===== config.mk =====
export PLATFORM = sky130hd
export DESIGN_NAME = io_mem_stream_reader
export DESIGN_NICKNAME = d
export VERILOG_FILES = /design/src/rtl/io_mem_stream_reader.sv
export SDC_FILE = /design/constraint.sdc
export NUM_CORES = 1
export LEC_CHECK = 0
export CAP_MARGIN = 10
export CORE_UTILIZATION = 45
export DETAILED_ROUTE_END_ITERATION = 6
export PLACE_DENSITY = 0.71
export SLEW_MARGIN = 5
export SYNTH_ARGS = -nofsm -noshare
export SYNTH_HDL_FRONTEND = slang
export SYNTH_SLANG_ARGS = --single-unit

===== constraint.sdc =====
create_clock -name clk -period 4.3 [get_ports clk]
set_clock_uncertainty 0.15 [all_clocks]
set_input_delay 0.86 -clock clk [delete_from_list [all_inputs] [get_ports clk]]
set_output_delay 0.86 -clock clk [all_outputs]
set_load 0.02 [all_outputs]

===== src/rtl/io_mem_stream_reader.sv =====
// io_mem_stream_reader: reads a contiguous block of DMem words, one request at a time, and
// streams the returned words out of a small registered FIFO with a last marker.
module io_mem_stream_reader #(
  parameter int unsigned AWIDTH     = 32,
  parameter int unsigned DWIDTH     = 32,
  parameter int unsigned LEN_WIDTH  = 16,
  parameter int unsigned FIFO_DEPTH = 4
) (
  input  logic                 clk,
  input  logic                 rst,
  input  logic                 start_valid,
  output logic                 start_ready,
  input  logic [AWIDTH-1:0]    start_addr,
  input  logic [LEN_WIDTH-1:0] start_len,
  output logic                 busy,
  output logic                 done,
  output logic [AWIDTH-1:0]    mem_req_addr,
  output logic                 mem_req_valid,
  input  logic                 mem_req_ready,
  output logic [DWIDTH-1:0]    mem_req_data,
  output logic                 mem_req_write,
  input  logic [DWIDTH-1:0]    mem_resp_data,
  input  logic                 mem_resp_valid,
  output logic                 mem_resp_ready,
  output logic [DWIDTH-1:0]    out_data,
  output logic                 out_valid,
  input  logic                 out_ready,
  output logic                 out_last
);

  localparam int unsigned PTR_W = $clog2(FIFO_DEPTH);
  localparam int unsigned CNT_W = $clog2(FIFO_DEPTH + 1);
  localparam logic [CNT_W-1:0] FULL = CNT_W'(FIFO_DEPTH);

  typedef enum logic [2:0] {StIdle, StReq, StResp, StDrain, StDone} state_e;

  state_e               state_q, state_d;
  logic [AWIDTH-1:0]    addr_q, addr_d;
  logic [LEN_WIDTH-1:0] req_left_q, req_left_d;
  logic [LEN_WIDTH-1:0] out_left_q, out_left_d;

  logic [DWIDTH-1:0]    fifo_mem [FIFO_DEPTH];
  logic [PTR_W-1:0]     wr_ptr_q, rd_ptr_q;
  logic [CNT_W-1:0]     count_q;

  logic start_fire, req_fire, resp_fire, out_fire;

  // Outputs are decoded from state and FIFO occupancy only (no input-to-output paths).
  always_comb begin
    start_ready    = (state_q == StIdle);
    busy           = (state_q != StIdle);
    done           = (state_q == StDone);
    mem_req_addr   = addr_q;
    mem_req_valid  = (state_q == StReq) && (count_q < FULL);
    mem_req_data   = '0;
    mem_req_write  = 1'b0;
    mem_resp_ready = (state_q == StResp);
    out_valid      = (count_q != '0);
    out_data       = fifo_mem[rd_ptr_q];
    out_last       = out_valid && (out_left_q == LEN_WIDTH'(1));
    start_fire     = start_valid && start_ready;
    req_fire       = mem_req_valid && mem_req_ready;
    resp_fire      = mem_resp_valid && mem_resp_ready;
    out_fire       = out_valid && out_ready;
  end

  // Next-state logic for the request engine and the word counters.
  always_comb begin
    state_d    = state_q;
    addr_d     = addr_q;
    req_left_d = req_left_q;
    out_left_d = out_left_q;
    if (out_fire) begin
      out_left_d = out_left_q - LEN_WIDTH'(1);
    end
    unique case (state_q)
      StIdle: begin
        if (start_fire) begin
          addr_d     = start_addr;
          req_left_d = start_len;
          out_left_d = start_len;
          state_d    = (start_len == '0) ? StDone : StReq;
        end
      end
      StReq: begin
        if (req_fire) begin
          addr_d     = addr_q + AWIDTH'(1);
          req_left_d = req_left_q - LEN_WIDTH'(1);
          state_d    = StResp;
        end
      end
      StResp: begin
        if (resp_fire) begin
          state_d = (req_left_q != '0) ? StReq : StDrain;
        end
      end
      // Look at the post-pop count so done follows the final handshake by one cycle.
      StDrain: begin
        if (out_left_d == '0) begin
          state_d = StDone;
        end
      end
      StDone:  state_d = StIdle;
      default: state_d = StIdle;
    endcase
  end

  // Engine state and counters.
  always_ff @(posedge clk or posedge rst) begin
    if (rst) begin
      state_q    <= StIdle;
      addr_q     <= '0;
      req_left_q <= '0;
      out_left_q <= '0;
    end else begin
      state_q    <= state_d;
      addr_q     <= addr_d;
      req_left_q <= req_left_d;
      out_left_q <= out_left_d;
    end
  end

  // FIFO pointers and occupancy; push and pop together leave the count unchanged.
  always_ff @(posedge clk or posedge rst) begin
    if (rst) begin
      wr_ptr_q <= '0;
      rd_ptr_q <= '0;
      count_q  <= '0;
    end else begin
      if (resp_fire) begin
        wr_ptr_q <= wr_ptr_q + PTR_W'(1);
      end
      if (out_fire) begin
        rd_ptr_q <= rd_ptr_q + PTR_W'(1);
      end
      if (resp_fire && !out_fire) begin
        count_q <= count_q + CNT_W'(1);
      end else if (!resp_fire && out_fire) begin
        count_q <= count_q - CNT_W'(1);
      end
    end
  end

  // FIFO storage; contents are don't-care while the count is zero, so no reset is needed.
  always_ff @(posedge clk) begin
    if (resp_fire) begin
      fifo_mem[wr_ptr_q] <= mem_resp_data;
    end
  end

endmodule

* Word level (Yosys, flattened, before mapping)
Memories as Yosys holds them, arrays and structs flattened.
Index checks and enable logic that the tools add are counted.
** Storage, ports and cells
- Flip-flop bits (word level) :: 74
- Memory bits (writable) :: 128
- Input port bits :: 86
- Output and inout port bits :: 104
- Logic and storage cells :: 65
- Memories kept :: 1
** Memory list
- fifo_mem :: words 4, bits a word 32, rd ports 1, clocked after memory_dff 0, write ports 1, RTL line 42 : logic [DWIDTH-1:0] fifo_mem [FIFO_DEPTH];
** Cells by class
- $add $sub $neg :: 7
- Magnitude comparators :: 1
- Equal/unequal tests :: 9
- Mux-type cells :: 20
- Reduce and logical (&&, ||, !) cells :: 20
** Operator list (count)
- 16-bit 2-to-1 mux :: 5
- 32-bit 2-to-1 mux :: 2
- 32-bit case mux with 2 select lines :: 1
- 32-bit by 1-bit adder with 32-bit output, second input constant :: 1
- 16-bit zero test :: 2
- 16-bit case mux with 2 select lines :: 1
- 16-bit by 1-bit subtractor with 16-bit output, second input constant :: 2
- 3-bit 2-to-1 mux :: 7
- 16-bit by 1-bit equality test with 1-bit output, second input constant :: 1
- 16-bit nonzero test :: 1
- 3-bit case mux with 4 select lines :: 1
- 1-bit logical AND :: 8
- 3-bit by 2-bit equality test with 1-bit output, second input constant :: 2
- 3-bit nonzero test :: 2
- 2-bit by 1-bit adder with 2-bit output, second input constant :: 2
- 2-bit by 1-bit != test with 1-bit output, second input constant :: 2
- 2-bit != test, second input constant :: 2
- 4-bit AND reduction :: 1
- 2-bit nonzero test :: 2
- 3-bit by 1-bit adder with 3-bit output, second input constant :: 1
- 3-bit by 1-bit equality test with 1-bit output, second input constant :: 1
- 3-bit equality test, second input constant :: 1
- 3-bit zero test :: 1
- 3-bit less-than comparator, second input constant :: 1
- other kinds (5) :: 7

* Depth between registers and ports, before layout
Gate-level depths: netlist of run 1.
- Word-level depth :: 6
- Mapped depth :: 9
- Mapped depth without buffers :: 8

* Least setup slack after synthesis of run 1
No wires, ideal clock.
- Path kind :: reg-to-output
- Start :: register rd_ptr_q[0]
- End :: output out_data[10]
- Data arrival time :: 1812 ps
- Required time :: 3290 ps
- Path slack :: 1478 ps
- Cell stages (with the launch flop) :: 4
- Buffers on the path :: 2
- Path through :: dfrtp_1 > clkbuf_1 > buf_1 > mux4_2
** Between the ends
- Cells in the longest elaborated chain, start to end :: 1
** Ends and longest elaborated chain
- start: declaration :: RTL line 43 : logic [PTR_W-1:0] wr_ptr_q, rd_ptr_q;
- start signal: assignment :: RTL line 134 : rd_ptr_q <= rd_ptr_q + PTR_W'(1);
- memory read 4 x 32 bit
- end: declaration :: RTL line 25 : output logic [DWIDTH-1:0] out_data,
No other way between the ends.

* Worst setup path after layout of run 1
- Start :: register state_q[2]
- End :: output mem_req_valid
** Between the ends
- Cells in the longest elaborated chain, start to end :: 2
** Ends and longest elaborated chain
- start: declaration :: RTL line 37 : state_e state_q, state_d;
- start signal: assignment :: RTL line 111 : state_q <= StIdle;
- start signal: assignment :: RTL line 116 : state_q <= state_d;
- 3-bit by 1-bit equality test with 1-bit output :: RTL line 54 : mem_req_valid = (state_q == StReq) && (count_q < FULL);
- 1-bit logical AND :: RTL line 54
- end: declaration :: RTL line 18 : output logic mem_req_valid,
No other way between the ends.

==> key figures, run 1 <==
Outcome
  • Status: completed

Critical path
  • Crit start category: flop
  • Data required time at the worst endpoint: 3.29 ns
  • Critical path start-end classification: flop to output port
  • Max stage delay on crit path: 0.62 ns
  • Cell with the most instances on the worst path: sky130_fd_sc_hd__buf_4
  • Worst path slowest cell: sky130_fd_sc_hd__clkdlybuf4s50_1
  • Critical path capture point type: output port
  • Setup slack of the worst register-to-register path: 1.48 ns
  • Cell breakdown of the critical path: nor2b_1 -> buf_4 -> nand2b_1 -> buf_4 -> nor2_1 -> clkdlybuf4s50_1
  • CP max FO: 27
  • Arrival time at the worst endpoint: 2.44 ns

Power and ir drop
  • Standby leakage power: 0.00419 uW
  • Pwr per Cell Area: 689 nW/um^2
  • Maximum VDD drop: 358 uV

Global route
  • Total overflow reported by the global router: 0
  • Maximum number of pins on one net before global-route repair: 53
  • All-Layer GR Usage: 0.203
  • Number of antenna violations at the first check in global routing: 0
  • Vias in the first global route: 6586
  • Global-route wire length before repair: 34.8 mm

Synthesis
  • Share of async-settable or async-resettable flops after synthesis: 0.366
  • Area of the mapped netlist: 9460 um^2
  • Total number of yosys warnings: 0
  • Count of state elements after synthesis: 202
  • Sequential-to-total area share from yosys stat: 0.602
  • Post-synthesis cell type count: 62
  • Instance count of the mapped netlist: 773
  • Most used flip-flop cell after synthesis: sky130_fd_sc_hd__edfxtp_1
  • Avg Synthesized Cell Area: 12.2 um^2
  • Number of synthesized flops with an enable pin: 128

Placed design
  • Instance area after placement: 11200 um^2
  • Number of port buffers: 156
  • Estimated wirelength of the detail-placed design: 14.7 mm
  • Routability-driven placement congestion ratio: 0.872

Route
  • DRT iter0 DRCs: 488
  • Number of vias after detailed routing: 6768
  • Routed wire per std cell: 18.2 um
  • Post-route antenna net violation count: 0
  • Total detailed-routing wirelength: 21.9 mm
  • Vias per cell: 5.61
  • 1st-pass router iterations: 7
  • Post-route DRC: 0

STA
  • Tightest slew margin relative to the limit: 0.464
  • Count of endpoints failing setup in the final report: 0
  • Unrepaired setup endpoints after global routing: false
  • Hold Violations, Final: 0
  • Upper clock frequency limit: 290 MHz
  • Period utilization: 0.801
  • Final slew viol count: 0
  • Worst-Margin Slew: 0.797 ns
  • Final critical delay including setup and external delays: 3.45 ns
  • Sum of negative setup slack: 0 ns
  • Post-route worst hold slack: 0.382 ns

Die
  • Area of the die: 21600 um^2
  • Placeable core region: 20400 um^2
  • Die width: 147 um
  • Count of pins on the block boundary: 190
  • Placement row count: 52
  • Chip Height: 147 um
  • Effective utilization at floorplan: 0.463

Clocking
  • Post-CTS Hold Buffers: 0
  • Clock Sink Count: 202
  • Clock tree from TritonCTS: yes
  • Clock network latency to the later pin of the worst-skew pair: 0.50 ns
  • Root Buffer Master: sky130_fd_sc_hd__clkbuf_16
  • # Post-CTS Setup Buffers: 0
  • Number of cells upsized or downsized after cts: 0
  • H-tree depth: 1
  • Number of buffers created by CTS: 22
  • Buffers from clock root to sink, at most: 3
  • Clock-pin slew on the worst setup and hold paths: 0.05 ns

Final layout
  • Nets: 1017
  • Post-route cell area: 11900 um^2
  • Share of post-route cells with drive strength above 1: 0.0940
  • Area growth, synth to finish: 25.4%
  • Antenna diode count: 0
  • Core Util, Final: 0.581
  • Most frequent cells in the layout: 156 x sky130_fd_sc_hd__clkdlybuf4s50_1, 128 x sky130_fd_sc_hd__edfxtp_1, 73 x sky130_fd_sc_hd__a21oi_1, 73 x sky130_fd_sc_hd__dfrtp_1, 62 x sky130_fd_sc_hd__nand2_1
  • Leading cell type in the layout, fill and taps excluded: sky130_fd_sc_hd__clkdlybuf4s50_1

Worst hold path
  • Worst min path class: flop to flop

Job
  • Max Cap Viol: 0
==> synth_stat cells (all sizes together) (14+ instances only) <==
master | number | share of area
buf | 43 | 0.031
o22ai | 23 | 0.015
nor2 | 42 | 0.017
o21ai | 59 | 0.031
a21oi | 73 | 0.039
nand2 | 63 | 0.025
edfxtp | 128 | 0.41
and3 | 14 | 0.0093
nor3 | 16 | 0.0085
dfrtp | 74 | 0.20
clkbuf | 34 | 0.013
inv | 14 | 0.0056
nand3 | 26 | 0.014
mux4 | 32 | 0.076
==> layer usage <==
| metal | GRT usage | vias to the layer above | share of wire |
|---|---|---|---|
| li1 | - | 3169 | - |
| met1 | 0.287 | 3295 | 0.44 |
| met2 | 0.333 | 270 | 0.48 |
| met3 | 0.0286 | 34 | 0.064 |
| met4 | 0.0495 | 0 | 0.017 |
| met5 | 0 | - | 0 |
==> state kept, by name (all words and copies together), names as in the netlist <==
| register | count |
|---|---|
| out_left_q | 16 |
| state_q | 3 |
| fifo_mem | 128 |
| count_q | 3 |
| rd_ptr_q | 2 |
| mem_req_addr | 32 |
| wr_ptr_q | 2 |
| req_left_q | 16 |
==> stage by stage <==
step           setup WS [ns]  total power, uW  instances
2_1_floorplan           1.41             5170        805
3_3_place_gp           0.773             6460       1167
3_5_place_dp           0.725             6500       1167
4_1_cts                0.817             8230       1206
5_1_grt                0.699             8640       1206
6_report               0.855             8180       1206
==> area by class of cell <==
type	instances	area, um^2
Clock buffer	31	614
Tap cell	270	338
Inverter	14	52.6
Timing Repair Buffer	169	1700
Fill cell	1716	8570
Sequential cell	202	5700
Clock inverter	8	47.5
Multi-Input combinational cell	512	3420
==> worst paths after layout <==
check / startpoint / endpoint / cells past startpoint
max: state_q[2]$_DFFE_PP0P_ / mem_req_valid / 6
min in group asynchronous: rst / mem_req_addr[10]$_DFFE_PP0P_ / 2
max reg2reg: out_left_q[4]$_DFF_PP0_ / state_q[0]$_DFFE_PP0P_ / 6
max in group asynchronous: rst / out_left_q[9]$_DFF_PP0_ / 3
min reg2reg: req_left_q[15]$_DFFE_PP0P_ / req_left_q[15]$_DFFE_PP0P_ / 1
min: req_left_q[15]$_DFFE_PP0P_ / req_left_q[15]$_DFFE_PP0P_ / 1
==> critical path, delay by kind of cell (launching register included) <==
family                 cells  cell delay (ns)
and+or+nand+nor            3             0.35
DFF                        1             0.45
buffers and inverters      3             1.15
==> logic make-up (layout without fill, tap and decap cells) <==
family          count (synthesis)  after routing  synth area share
compound gates                192            192             0.117
xor+xnor                       20             20            0.0185
fa+ha+maj                      10             10            0.0140
buf+inv                        91            222            0.0496
flops                         202            202             0.602
mux                            36             36            0.0808
other cells                     1             33          0.000397
simple gates                  221            221             0.117
==> report_power, final <==
part	internal [uW]	switching [uW]	total [uW]
Clock	994	714	1710
Sequential	2530	485	3010
Combinational	1570	1890	3460
Power figures use the tool's default switching activity.
==> run 2, diff against run 1 <==
Clock period 4.3 ns to 3.3 ns, I/O delays scaled along.
==> run 2 against run 1 <==
Routed wire length up 2.7%. First-iteration DRC count down 8.6%. Die area unchanged. Register-to-register slack worse by 0.93 ns. Critical endpoint is now out_data[0]. Highest routed layer unchanged.
==> key figures, run 2 (synthesis gave the netlist of run 1 again) <==
Die
  • Area of the die: 21600 um^2 (unchanged)
  • Effective utilization at floorplan: 0.463 (unchanged)
  • Count of pins on the block boundary: 190 (unchanged)
  • Die width: 147 um (unchanged)
  • Placeable core region: 20400 um^2 (unchanged)
  • Placement row count: 52 (unchanged)
  • Chip Height: 147 um (unchanged)

Route
  • Post-route antenna net violation count: 0 (unchanged)
  • Post-route DRC: 0 (unchanged)
  • Vias per cell: 5.62 (was 5.61)
  • Total detailed-routing wirelength: 22.5 mm (was 21.9 mm)
  • Routed wire per std cell: 18.6 um (was 18.2 um)
  • 1st-pass router iterations: 5 (was 7)
  • Number of vias after detailed routing: 6821 (was 6768)
  • DRT iter0 DRCs: 446 (was 488)

Worst hold path
  • Number of stages on the worst hold path: 1 (unchanged)
  • Worst min path class: flop to flop (unchanged)

Final layout
  • Flip-flop count of the largest register, all copies and words added: 128 (unchanged)
  • Register name with the most flops: fifo_mem (unchanged)
  • Filler Cell Count: 1664 (was 1716)
  • Share of post-route cells with drive strength above 1: 0.107 (was 0.0940)
  • Area used by sequential logic in the layout: 5700 um^2 (unchanged)
  • Nets: 1024 (was 1017)
  • Area growth, synth to finish: 27.1% (was 25.4%)
  • Total area of multi-input combinational cells: 3420 um^2 (about the same)
  • Most frequent cells in the layout: 156 x sky130_fd_sc_hd__clkdlybuf4s50_1, 128 x sky130_fd_sc_hd__edfxtp_1, 73 x sky130_fd_sc_hd__a21oi_1, 73 x sky130_fd_sc_hd__dfrtp_1, 62 x sky130_fd_sc_hd__nand2_1 (unchanged)
  • Leading cell type in the layout, fill and taps excluded: sky130_fd_sc_hd__clkdlybuf4s50_1 (unchanged)
  • Antenna diode count: 0 (unchanged)

Critical path
  • Crit start category: flop (unchanged)
  • Critical path start-end classification: flop to output port (unchanged)
  • Critical path capture point type: output port (unchanged)
  • Count of cells along the worst register-to-register path: 7 (was 6)
  • CP max FO: 32 (was 27)
  • Arrival time at the worst endpoint: 2.32 ns (was 2.44 ns)
  • Data required time at the worst endpoint: 2.49 ns (was 3.29 ns)

Clocking
  • # Post-CTS Setup Buffers: 0 (unchanged)
  • Clock tree from TritonCTS: yes (unchanged)
  • Number of buffers created by CTS: 22 (unchanged)
  • H-tree depth: 1 (unchanged)
  • Clock-pin slew on the worst setup and hold paths: 0.06 ns (was 0.05 ns)
  • Clock network latency to the later pin of the worst-skew pair: 0.48 ns (was 0.50 ns)
  • Root Buffer Master: sky130_fd_sc_hd__clkbuf_16 (unchanged)
  • Clock Sink Count: 202 (unchanged)
  • Buffers from clock root to sink, at most: 3 (unchanged)

STA
  • Hold Violations, Final: 0 (unchanged)
  • Tightest slew margin relative to the limit: 0.611 (was 0.464)
  • Period utilization: 0.947
  • Sum of negative setup slack: 0 ns (unchanged)
  • Final slew viol count: 0 (unchanged)
  • Worst-Margin Slew: 0.578 ns (was 0.797 ns)
  • Count of endpoints failing setup in the final report: 0 (unchanged)
  • Unrepaired setup endpoints after global routing: false (unchanged)
  • Upper clock frequency limit: 320 MHz
  • Worst Setup Slack, final: 0.175 ns (was 0.855 ns)
  • Final critical delay including setup and external delays: 3.13 ns

Placed design
  • Number of port buffers: 156 (unchanged)
  • Estimated wirelength of the detail-placed design: 15.1 mm (was 14.7 mm)
  • Routability-driven placement congestion ratio: 0.854 (was 0.872)
  • Worst setup timing slack at the placement stage: 0.0819 ns (was 0.725 ns)

Global route
  • Global-route wire length before repair: 35.5 mm (was 34.8 mm)
  • Vias in the first global route: 6634 (was 6586)
  • Number of antenna violations at the first check in global routing: 0 (unchanged)
  • Maximum number of pins on one net before global-route repair: 54 (was 53)
  • Total overflow reported by the global router: 0 (unchanged)
  • All-Layer GR Usage: 0.206 (was 0.203)

Job
  • Max Cap Viol: 0 (unchanged)

Outcome
  • Status: completed (unchanged)

Power and ir drop
  • Pwr per Cell Area: 909 nW/um^2 (was 689 nW/um^2)
  • Maximum VDD drop: 493 uV (was 358 uV)
  • Standby leakage power: 0.00426 uW (was 0.00419 uW)
==> run 2: changes by cell type in the layout (fill, tap and decap cells not counted), moves of 2 or more <==
cell                         before  now
sky130_fd_sc_hd__clkinv_1         3    1
sky130_fd_sc_hd__clkbuf_1         6    4
sky130_fd_sc_hd__buf_12           3    5
sky130_fd_sc_hd__clkinvlp_4       0    3
sky130_fd_sc_hd__clkbuf_8         3    5
sky130_fd_sc_hd__clkinv_2         4    2
sky130_fd_sc_hd__buf_4           10   15
==> run 2: routing by layer <==
layer / up-vias / part of all wire / wire length (um) / GRT usage
li1: 3172 / - / - / -
met1: 3352 / 0.44 / 9850 / 0.289
met2: 269 / 0.48 / 10900 / 0.342
met3: 28 / 0.063 / 1410 / 0.0307
met4: 0 / 0.016 / 363 / 0.0464
met5: - / 0 / 0 / 0
==> run 2: area by class of cell <==
type	count	share of cell area
clock buffer	32	0.0549
sequential	202	0.474
tap	270	0.0281
timing repair buffer	176	0.148
inverter	14	0.00437
clock inverter	8	0.00625
multi-input combinational	512	0.285
==> run 2: worst paths after layout <==
check,start,end,slack [ns]
setup / recovery,rd_ptr_q[0]$_DFFE_PP0P_,out_data[0],0.17
hold reg to reg,rd_ptr_q[0]$_DFFE_PP0P_,rd_ptr_q[0]$_DFFE_PP0P_,0.36
max in group asynchronous,rst,rd_ptr_q[0]$_DFFE_PP0P_,1.99
hold / removal,rd_ptr_q[0]$_DFFE_PP0P_,rd_ptr_q[0]$_DFFE_PP0P_,0.36
setup reg to reg,out_left_q[0]$_DFF_PP0_,state_q[0]$_DFFE_PP0P_,0.55
min in group asynchronous,rst,mem_req_addr[15]$_DFFE_PP0P_,0.39
==> run 2: report_power, final <==
part	internal (uW)	switching (uW)	total, uW
clock	1470	959	2430
combinational	2080	2500	4580
sequential	3290	625	3910
==> run 2: timing repair <==
action,4_1_cts,5_1_grt
hold buffers,0,0
gates resized for setup,0,1
setup endpoints to repair,0,1
==> run 2: per-stage QoR <==
step / util / hold slack (ns) / total power [uW] / cells / area (um^2)
final: 0.588 / 0.360 / 10900 / 1214 / 12000
after global routing: 0.588 / 0.377 / 11500 / 1214 / 12000
after CTS: 0.588 / 0.366 / 11000 / 1214 / 12000
after detailed placement: 0.552 / 0.358 / 8530 / 1174 / 11300
after global placement: 0.552 / 0.347 / 8450 / 1174 / 11300
after floorplan: - / 0.333 / 6740 / 805 / 9580
==> run 2: worst max-delay path, cell delays in order (launching register included) <==
cell	delay, ns
sky130_fd_sc_hd__dfrtp_2	0.40
sky130_fd_sc_hd__buf_12	0.28
sky130_fd_sc_hd__mux4_2	0.57
sky130_fd_sc_hd__clkdlybuf4s50_1	0.56
==> run 3, diff against run 2 <==
--- a/config.mk
+++ b/config.mk
@@ -11,2 +11,3 @@
 export PLACE_DENSITY = 0.71
+export SKIP_CTS_REPAIR_TIMING = 1
 export SLEW_MARGIN = 5
--- a/constraint.sdc
+++ b/constraint.sdc
@@ -4,2 +4,2 @@
 set_output_delay 0.66 -clock clk [all_outputs]
-set_load 0.02 [all_outputs]
+set_load 0.05 [all_outputs]
==> run 3 against run 2 <==
Sequential power increased by 1%. Via count fell by 0.15%. Cell area increased by 1.6%.
==> key figures, run 3 (synthesis gave the netlist of run 1 again) <==
Global route
  • All-Layer GR Usage: 0.204 (was 0.206)
  • Maximum number of pins on one net before global-route repair: 81 (was 54)
  • Global-route wire length before repair: 34.9 mm (was 35.5 mm)
  • Total overflow reported by the global router: 0 (unchanged)
  • Vias in the first global route: 6474 (was 6634)
  • Number of antenna violations at the first check in global routing: 0 (unchanged)

Critical path
  • Arrival time at the worst endpoint: 2.31 ns (was 2.32 ns)
  • Critical path start-end classification: flop to output port (unchanged)
  • Critical Path Start: state_q[2]$_DFFE_PP0P_ (was rd_ptr_q[0]$_DFFE_PP0P_)
  • Critical path capture point type: output port (unchanged)
  • Beginning of the worst register-to-register path: out_left_q[0]$_DFF_PP0_ (unchanged)
  • CP max FO: 7 (was 32)
  • Crit start category: flop (unchanged)
  • Data required time at the worst endpoint: 2.49 ns (about the same)

STA
  • Worst Setup Slack, final: 0.184 ns (was 0.175 ns)
  • Period utilization: 0.944 (was 0.947)
  • Sum of negative setup slack: 0 ns (unchanged)
  • Final critical delay including setup and external delays: 3.12 ns (was 3.13 ns)
  • Final slew viol count: 0 (unchanged)
  • Count of endpoints failing setup in the final report: 0 (unchanged)
  • Unrepaired setup endpoints after global routing: false (unchanged)
  • Tightest slew margin relative to the limit: 0.593 (was 0.611)
  • Hold Violations, Final: 0 (unchanged)
  • Worst-Margin Slew: 0.610 ns (was 0.578 ns)
  • Upper clock frequency limit: 321 MHz (was 320 MHz)

Power and ir drop
  • Pwr per Cell Area: 1010 nW/um^2 (was 909 nW/um^2)
  • Standby leakage power: 0.00439 uW (was 0.00426 uW)
  • Maximum VDD drop: 613 uV (was 493 uV)

Final layout
  • Leading cell type in the layout, fill and taps excluded: sky130_fd_sc_hd__edfxtp_1 (was sky130_fd_sc_hd__clkdlybuf4s50_1)
  • Share of post-route cells with drive strength above 1: 0.138 (was 0.107)
  • Antenna diode count: 0 (unchanged)
  • Total area of multi-input combinational cells: 3420 um^2 (unchanged)
  • Area growth, synth to finish: 29.2% (was 27.1%)
  • Finished Layout Cells: 1209 (was 1214)
  • Core Util, Final: 0.598 (was 0.588)
  • Filler Cell Count: 1664 (unchanged)
  • Most frequent cells in the layout: 128 x sky130_fd_sc_hd__edfxtp_1, 119 x sky130_fd_sc_hd__clkdlybuf4s50_1, 73 x sky130_fd_sc_hd__a21oi_1, 73 x sky130_fd_sc_hd__dfrtp_1, 62 x sky130_fd_sc_hd__nand2_1 (was 156 x sky130_fd_sc_hd__clkdlybuf4s50_1, 128 x sky130_fd_sc_hd__edfxtp_1, 73 x sky130_fd_sc_hd__a21oi_1, 73 x sky130_fd_sc_hd__dfrtp_1, 62 x sky130_fd_sc_hd__nand2_1)
  • Area used by sequential logic in the layout: 5700 um^2 (unchanged)
  • Register name with the most flops: fifo_mem (unchanged)
  • Flip-flop count of the largest register, all copies and words added: 128 (unchanged)
  • Nets: 1022 (was 1024)

Clocking
  • H-tree depth: 1 (unchanged)
  • Buffers from clock root to sink, at most: 3 (unchanged)
  • Clock network latency to the later pin of the worst-skew pair: 0.48 ns (about the same)
  • Clock tree from TritonCTS: yes (unchanged)
  • Clock-pin slew on the worst setup and hold paths: 0.06 ns (about the same)
  • Clock Sink Count: 202 (unchanged)
  • Root Buffer Master: sky130_fd_sc_hd__clkbuf_16 (unchanged)
  • Number of buffers created by CTS: 21 (was 22)

Route
  • Vias per cell: 5.63 (was 5.62)
  • DRT iter0 DRCs: 473 (was 446)
  • Post-route antenna net violation count: 0 (unchanged)
  • Post-route DRC: 0 (unchanged)
  • 1st-pass router iterations: 5 (unchanged)
  • Routed wire per std cell: 18.3 um (was 18.6 um)
  • Total detailed-routing wirelength: 22.1 mm (was 22.5 mm)
  • Number of vias after detailed routing: 6811 (was 6821)

Placed design
  • Worst setup timing slack at the placement stage: 0.0400 ns (was 0.0819 ns)
  • Placed cell count: 1173 (was 1174)
  • Estimated wirelength of the detail-placed design: 15.1 mm (about the same)
  • Number of port buffers: 156 (unchanged)
  • Routability-driven placement congestion ratio: 0.882 (was 0.854)

Die
  • Count of pins on the block boundary: 190 (unchanged)
  • Placeable core region: 20400 um^2 (unchanged)
  • Chip Height: 147 um (unchanged)
  • Area of the die: 21600 um^2 (unchanged)
  • Placement row count: 52 (unchanged)
  • Die width: 147 um (unchanged)
  • Effective utilization at floorplan: 0.463 (unchanged)

Job
  • Max Cap Viol: 0 (unchanged)

Worst hold path
  • Worst min path class: primary input to async pin (was flop to flop)

Outcome
  • Status: completed (unchanged)
-- run 3: cell types whose count changed in the layout (fill, tap and decap cells not counted), moves of 2 or more --
cell                              change
sky130_fd_sc_hd__buf_12              +34
sky130_fd_sc_hd__clkdlybuf4s50_1     -37
sky130_fd_sc_hd__clkbuf_8             -5
sky130_fd_sc_hd__clkbuf_16            -2
-- run 3: critical path: stages, from the launching register on --
cell and delay [ns]:
sky130_fd_sc_hd__dfrtp_1 0.47, sky130_fd_sc_hd__inv_1 0.15, sky130_fd_sc_hd__nor3_1 0.32, sky130_fd_sc_hd__clkdlybuf4s50_1 0.88
-- run 3: worst paths after layout --
path	to	slack, ns	cells after the start
setup / recovery	done	0.18	3
setup reg to reg	state_q[0]$_DFFE_PP0P_	0.54	7
max in group asynchronous	rd_ptr_q[0]$_DFFE_PP0P_	2.08	3
hold reg to reg	rd_ptr_q[1]$_DFFE_PP0P_	0.32	1
min in group clk	rd_ptr_q[1]$_DFFE_PP0P_	0.32	1
hold / removal	mem_req_addr[7]$_DFFE_PP0P_	0.27	2
-- run 3: per-layer routing --
layer | share of wire | up-vias | global-route usage
li1 | - | 3176 | -
met1 | 0.43 | 3327 | 0.291
met2 | 0.49 | 274 | 0.335
met3 | 0.067 | 34 | 0.0273
met4 | 0.018 | 0 | 0.0469
met5 | 0 | - | 0
-- run 3: through the flow --
step	hold slack, ns	cell area (um^2)	total power [uW]
2_1_floorplan	0.333	9580	7820
3_3_place_gp	0.310	11600	10100
3_5_place_dp	0.318	11600	10200
4_1_cts	0.261	12200	12300
5_1_grt	0.286	12200	12900
6_report	0.275	12200	12300
-- run 3: power breakdown --
part	switching, uW	total (uW)	internal, uW
Clock	927	2100	1170
Sequential	665	3950	3290
Combinational	3660	6230	2570
-- run 3: area by class of cell --
class	instances	area share
clock buffer	26	0.0446
clock inverter	10	0.00471
inverter	14	0.00430
multi-input combinational	512	0.280
sequential	202	0.466
tap	270	0.0277
timing repair buffer	175	0.172
==> edit 1 (settings of run 3) <==
Change the parameter `FIFO_DEPTH` from 4 to 8.
--- a/src/rtl/io_mem_stream_reader.sv
+++ b/src/rtl/io_mem_stream_reader.sv
@@ -6,3 +6,3 @@
   parameter int unsigned LEN_WIDTH  = 16,
-  parameter int unsigned FIFO_DEPTH = 4
+  parameter int unsigned FIFO_DEPTH = 8
 ) (
Behaviour: no difference found for any inputs over 4 cycles, from zero or initial values and one cycle with rst high; that may be too few to reach the edited logic, so the function may still have changed.
==> edit 1 against run 3 <==
Cell area up 48%. Power grew 44%. Cell count rose by 31%. Register-to-register slack improved by 0.24 ns. Routed wire length is 47% higher. Area after synthesis up 54%. Sequential cell count rose by 131. Setup slack got worse by 0.093 ns. Count of clock-buffer cells in the layout rose by 27.
==> edit 1: results (changes against run 3) <==
- The most critical setup path has its startpoint at rd_ptr_q[1].
- The cell-internal power is 10.8 mW (+53%).
- The sum of routed wire length over all layers is 32500 µm (+47%).
- The async set-or-reset flop fraction in the synthesized netlist is 23.1% (-14 points).
- The run finished with clean final reports.
- The detailed route wirelength on metal2 is 16400 µm (+52%).
- The flip-flop count of the largest register after layout came to 256 (+100%).
- The sequential share of the synthesized area is 66.1% (+5.9 points).
- The clock latency on the worst-skew pair was 0.51 ns (+0.03 ns).
- The worst slack at placement was 0.215 ns (+0.175 ns).
- The maximum resistive drop on vdd is 0.635 mV (+3.6%).
- The worst register-to-register path ends at count_q[3].
- The routability congestion estimate is 0.855 (-3.0%).
- The met1 usage in global routing is 26.4% (-2.7 points).
- The worst-case reg-to-reg path depth is 10 (+3).
- The number of cells in the design after placement is 1523 (+30%).
- The register-to-register path setup slack is 0.78 ns (+0.24 ns).
- The slowest stage of the critical path belongs to the cell sky130_fd_sc_hd__dfrtp_2.
- The gate count after technology mapping is 972 (+26%).
- The routed wirelength normalized by instance count came to 20.4 µm (+12%).
- The number of flops mapped to enable cells by yosys is 256 (+100%).
- By area the synthesized netlist is led by sky130_fd_sc_hd__edfxtp_1, sky130_fd_sc_hd__dfrtp_1, sky130_fd_sc_hd__mux4_2.
- The initial detailed-routing violation count is 782 (+65%).
- The fraction of power spent switching nets is 39.4% (-3.4 points).
- The leakage power is 6.19 nW (+41%).
- The transition time at the pin with the least slew margin came to 0.733 ns (+0.123 ns).
- The via count of the first global-routing pass is 9007 (+39%).
- The total vias in the final route is 9074 (+33%).
- The largest net degree at the start of global routing is 50 (-38%).
- The ratio of cells with drive above 1 in the final layout came to 21.4% (+7.6 points).
- The global routing usage on met2 was 33.3% (-0.22 points).
- The met3 track utilization from global routing is 3.11% (+0.38 points).
- The path class of the tightest hold or removal check is register to register.
- The post-DP HPWL is 20500 µm (+36%).
- The global-route wire length before repair is 50100 µm (+43%).
- The signal arrival time at the worst endpoint was 2.40 ns (+0.09 ns).
- The instance area at placement is 0.0169 mm² (+46%).
- The launch point of the worst reg-to-reg path is state_q[2].
- The total global routing track utilization is 19.6% (-0.84 points).
- In the synthesized netlist, the cells that appear most often are sky130_fd_sc_hd__edfxtp_1, sky130_fd_sc_hd__a21oi_1, sky130_fd_sc_hd__dfrtp_1.
- The number of buffers added by the clock tree synthesis step is 36 (+71%).
[edit 1: cell families after synthesis]
group / share of synthesized area (%)
xor gates and xnor gates: 1.33
and+or+nand+nor: 7.59
other: 0.0258
AOI/OAI and AO/OA: 7.84
muxes: 12.7
adders and majority gates: 0.912
buffers and inverters: 3.49
DFF: 66.1
[edit 1: final cells by class]
type / instances / area [µm²]
Timing Repair Buffer: 199 / 2160
Inverter: 17 / 65.1
Tap cell: 402 / 503
Multi-Input combinational cell: 573 / 4620
Clock inverter: 11 / 92.6
Clock buffer: 53 / 1010
Fill cell: 2433 / 13600
Sequential cell: 333 / 9620
[edit 1: worst max path at each step]
stage | endpoint | slack (ns) | cells past startpoint
after floorplan | fifo_mem[7][0] | -0.05 | 5
after global placement | count_q[3] | 0.28 | 11
after detailed placement | count_q[3] | 0.21 | 11
after CTS | out_data[13] | 0.006 | 4
after global routing | out_data[13] | 0.02 | 4
final | out_data[13] | 0.09 | 4
==> edit 2 (flow settings as in run 3) <==
Made on the original files. Encoding of `state_e`: now one-hot (5 bits for 5 states).
--- a/src/rtl/io_mem_stream_reader.sv
+++ b/src/rtl/io_mem_stream_reader.sv
@@ -34,3 +34,3 @@
 
-  typedef enum logic [2:0] {StIdle, StReq, StResp, StDrain, StDone} state_e;
+  typedef enum logic [4:0] {StIdle = 5'b00001, StReq = 5'b00010, StResp = 5'b00100, StDrain = 5'b01000, StDone = 5'b10000} state_e;
 
Function: no difference found for any inputs over 4 cycles, from zero or initial values and one cycle with rst high; so few cycles prove little.
==> edit 2 against run 3 <==
Fmax shrank 2.2%. Power shrank 3.7%. Cell area grew 1.1%. Area after synthesis grew 0.19%. First-iteration DRC count shrank 24%. Critical endpoint is now out_last. Routed wire length shrank 4.0%. Setup slack lost 0.069 ns. Utilization grew 0.68 points. Sequential cell count grew 2.
==> edit 2: results (changes against run 3) <==
- Sorting the synthesized cells by how often they occur yields sky130_fd_sc_hd__edfxtp_1, sky130_fd_sc_hd__dfrtp_1, sky130_fd_sc_hd__a21oi_1.
- The routed wirelength normalized by instance count is 17.6 µm (-3.8%).
- The tightest min-delay check is of the register to register type.
- The slowest stage of the critical path belongs to the cell sky130_fd_sc_hd__or4_1.
- The largest driver fanout on the critical path came to 4 (-3).
- The routed metal-1 wirelength came to 9160 µm (-3.0%).
- The mux share of post-synthesis cell area is 7.83% (-0.25 points).
- The detailed route wirelength on metal2 is 10200 µm (-5.5%).
- The clock-pin slew on the worst setup and hold paths is 0.06 ns (about the same).
- The gate count after technology mapping was 766 (-0.91%).
- The flow ran to the end, and the final reports show no timing, DRC or antenna violations.
- The global-route wire length before repair is 33900 µm (-3.0%).
- The total global routing track utilization is 19.5% (-0.90 points).
- The leakage power is 4.49 nW (+2.4%).
- The post-DP HPWL was 14000 µm (-7.1%).
- The synthesized-area fraction occupied by adder cells is 1.40% (-0.0026 points).
- The fraction of power spent switching nets is 40.5% (-2.2 points).
- The signal arrival time at the worst endpoint came to 2.38 ns (+0.07 ns).
- The ratio of cells with drive above 1 in the final layout is 14.3% (+0.47 points).
- The total vias in the final route is 6714 (-1.4%).
- The number of buffers added by the clock tree synthesis step is 22 (+4.8%).
- The routability congestion estimate was 0.884 (+0.29%).
- The instance area at placement came to 0.0116 mm² (-0.12%).
- The initial detailed-routing violation count is 359 (-24%).
- The number of fill cells in the layout was 1662 (-0.12%).
- The total number of nets in the final design came to 1017 (-0.49%).
- The async set-or-reset flop fraction in the synthesized netlist is 37.3% (+0.62 points).
- The parity-gate share of the synthesized area counting xor and xnor cells is 2.22% (+0.37 points).
- The maximum resistive drop on vdd is 0.458 mV (-25%).
- The share of the synthesized area in compound gates (AO/OA/AOI/OAI) is 11.4% (-0.34 points).
- The number of cells in the design after placement came to 1167 (-0.51%).
- The final core utilization is 60.5% (+0.68 points).
- After synthesis, the cell types taking the most area are sky130_fd_sc_hd__edfxtp_1, sky130_fd_sc_hd__dfrtp_1, sky130_fd_sc_hd__mux4_2.
-- edit 2: power groups by stage --
stage	sequential, mW	combinational, mW	clock (mW)
after floorplan	4.30	2.95	0
after global placement	3.79	5.47	0
after detailed placement	3.80	5.53	0
after CTS	3.76	5.55	2.58
after global routing	3.85	5.89	2.68
final	3.78	5.52	2.53
-- edit 2: final timing paths --
check,slack (ns),start,cells after the start,to
max in group asynchronous,2.23,rst,3,mem_req_addr[18]
min reg2reg,0.33,req_left_q[7],2,req_left_q[7]
max,0.11,out_left_q[3],5,out_last
max reg2reg,0.53,req_left_q[0],8,state_q[1]
min,0.33,req_left_q[7],2,req_left_q[7]
min in group asynchronous,0.41,rst,3,out_left_q[9]
-- edit 2: logic make-up after synthesis --
kind of cell	count (synthesis)
buffers and inverters	92
XOR/XNOR	24
other	1
AO/OA/AOI/OAI	183
adder cells (fa/ha/maj)	10
flip-flops	204
AND/OR/NAND/NOR	218
multiplexers	34
-- edit 2: final cells by class --
cell class | instances | area share (%)
well taps | 270 | 2.73
clock inverters | 13 | 1.31
multi-input cells | 502 | 27.4
repair buffers | 173 | 16.7
flip-flops and latches | 204 | 46.5
clock buffers | 26 | 4.75
inverters | 18 | 0.547
-- edit 2: per-layer routing --
| metal | vias to the layer above | GRT usage (%) |
|---|---|---|
| met1 | 3287 | 27.3 |
| li1 | 3138 | - |
| met2 | 258 | 31.7 |
| met3 | 31 | 3.63 |
| met5 | - | 0 |
| met4 | 0 | 4.74 |
-- edit 2: worst reg2reg max path: cells and delay by family, from the launching register on --
family          cells  cell delay [ns]
flops               1             0.40
compound gates      2             0.28
simple gates        4             1.51
fa+ha+maj           1             0.22
buf+inv             1             0.10
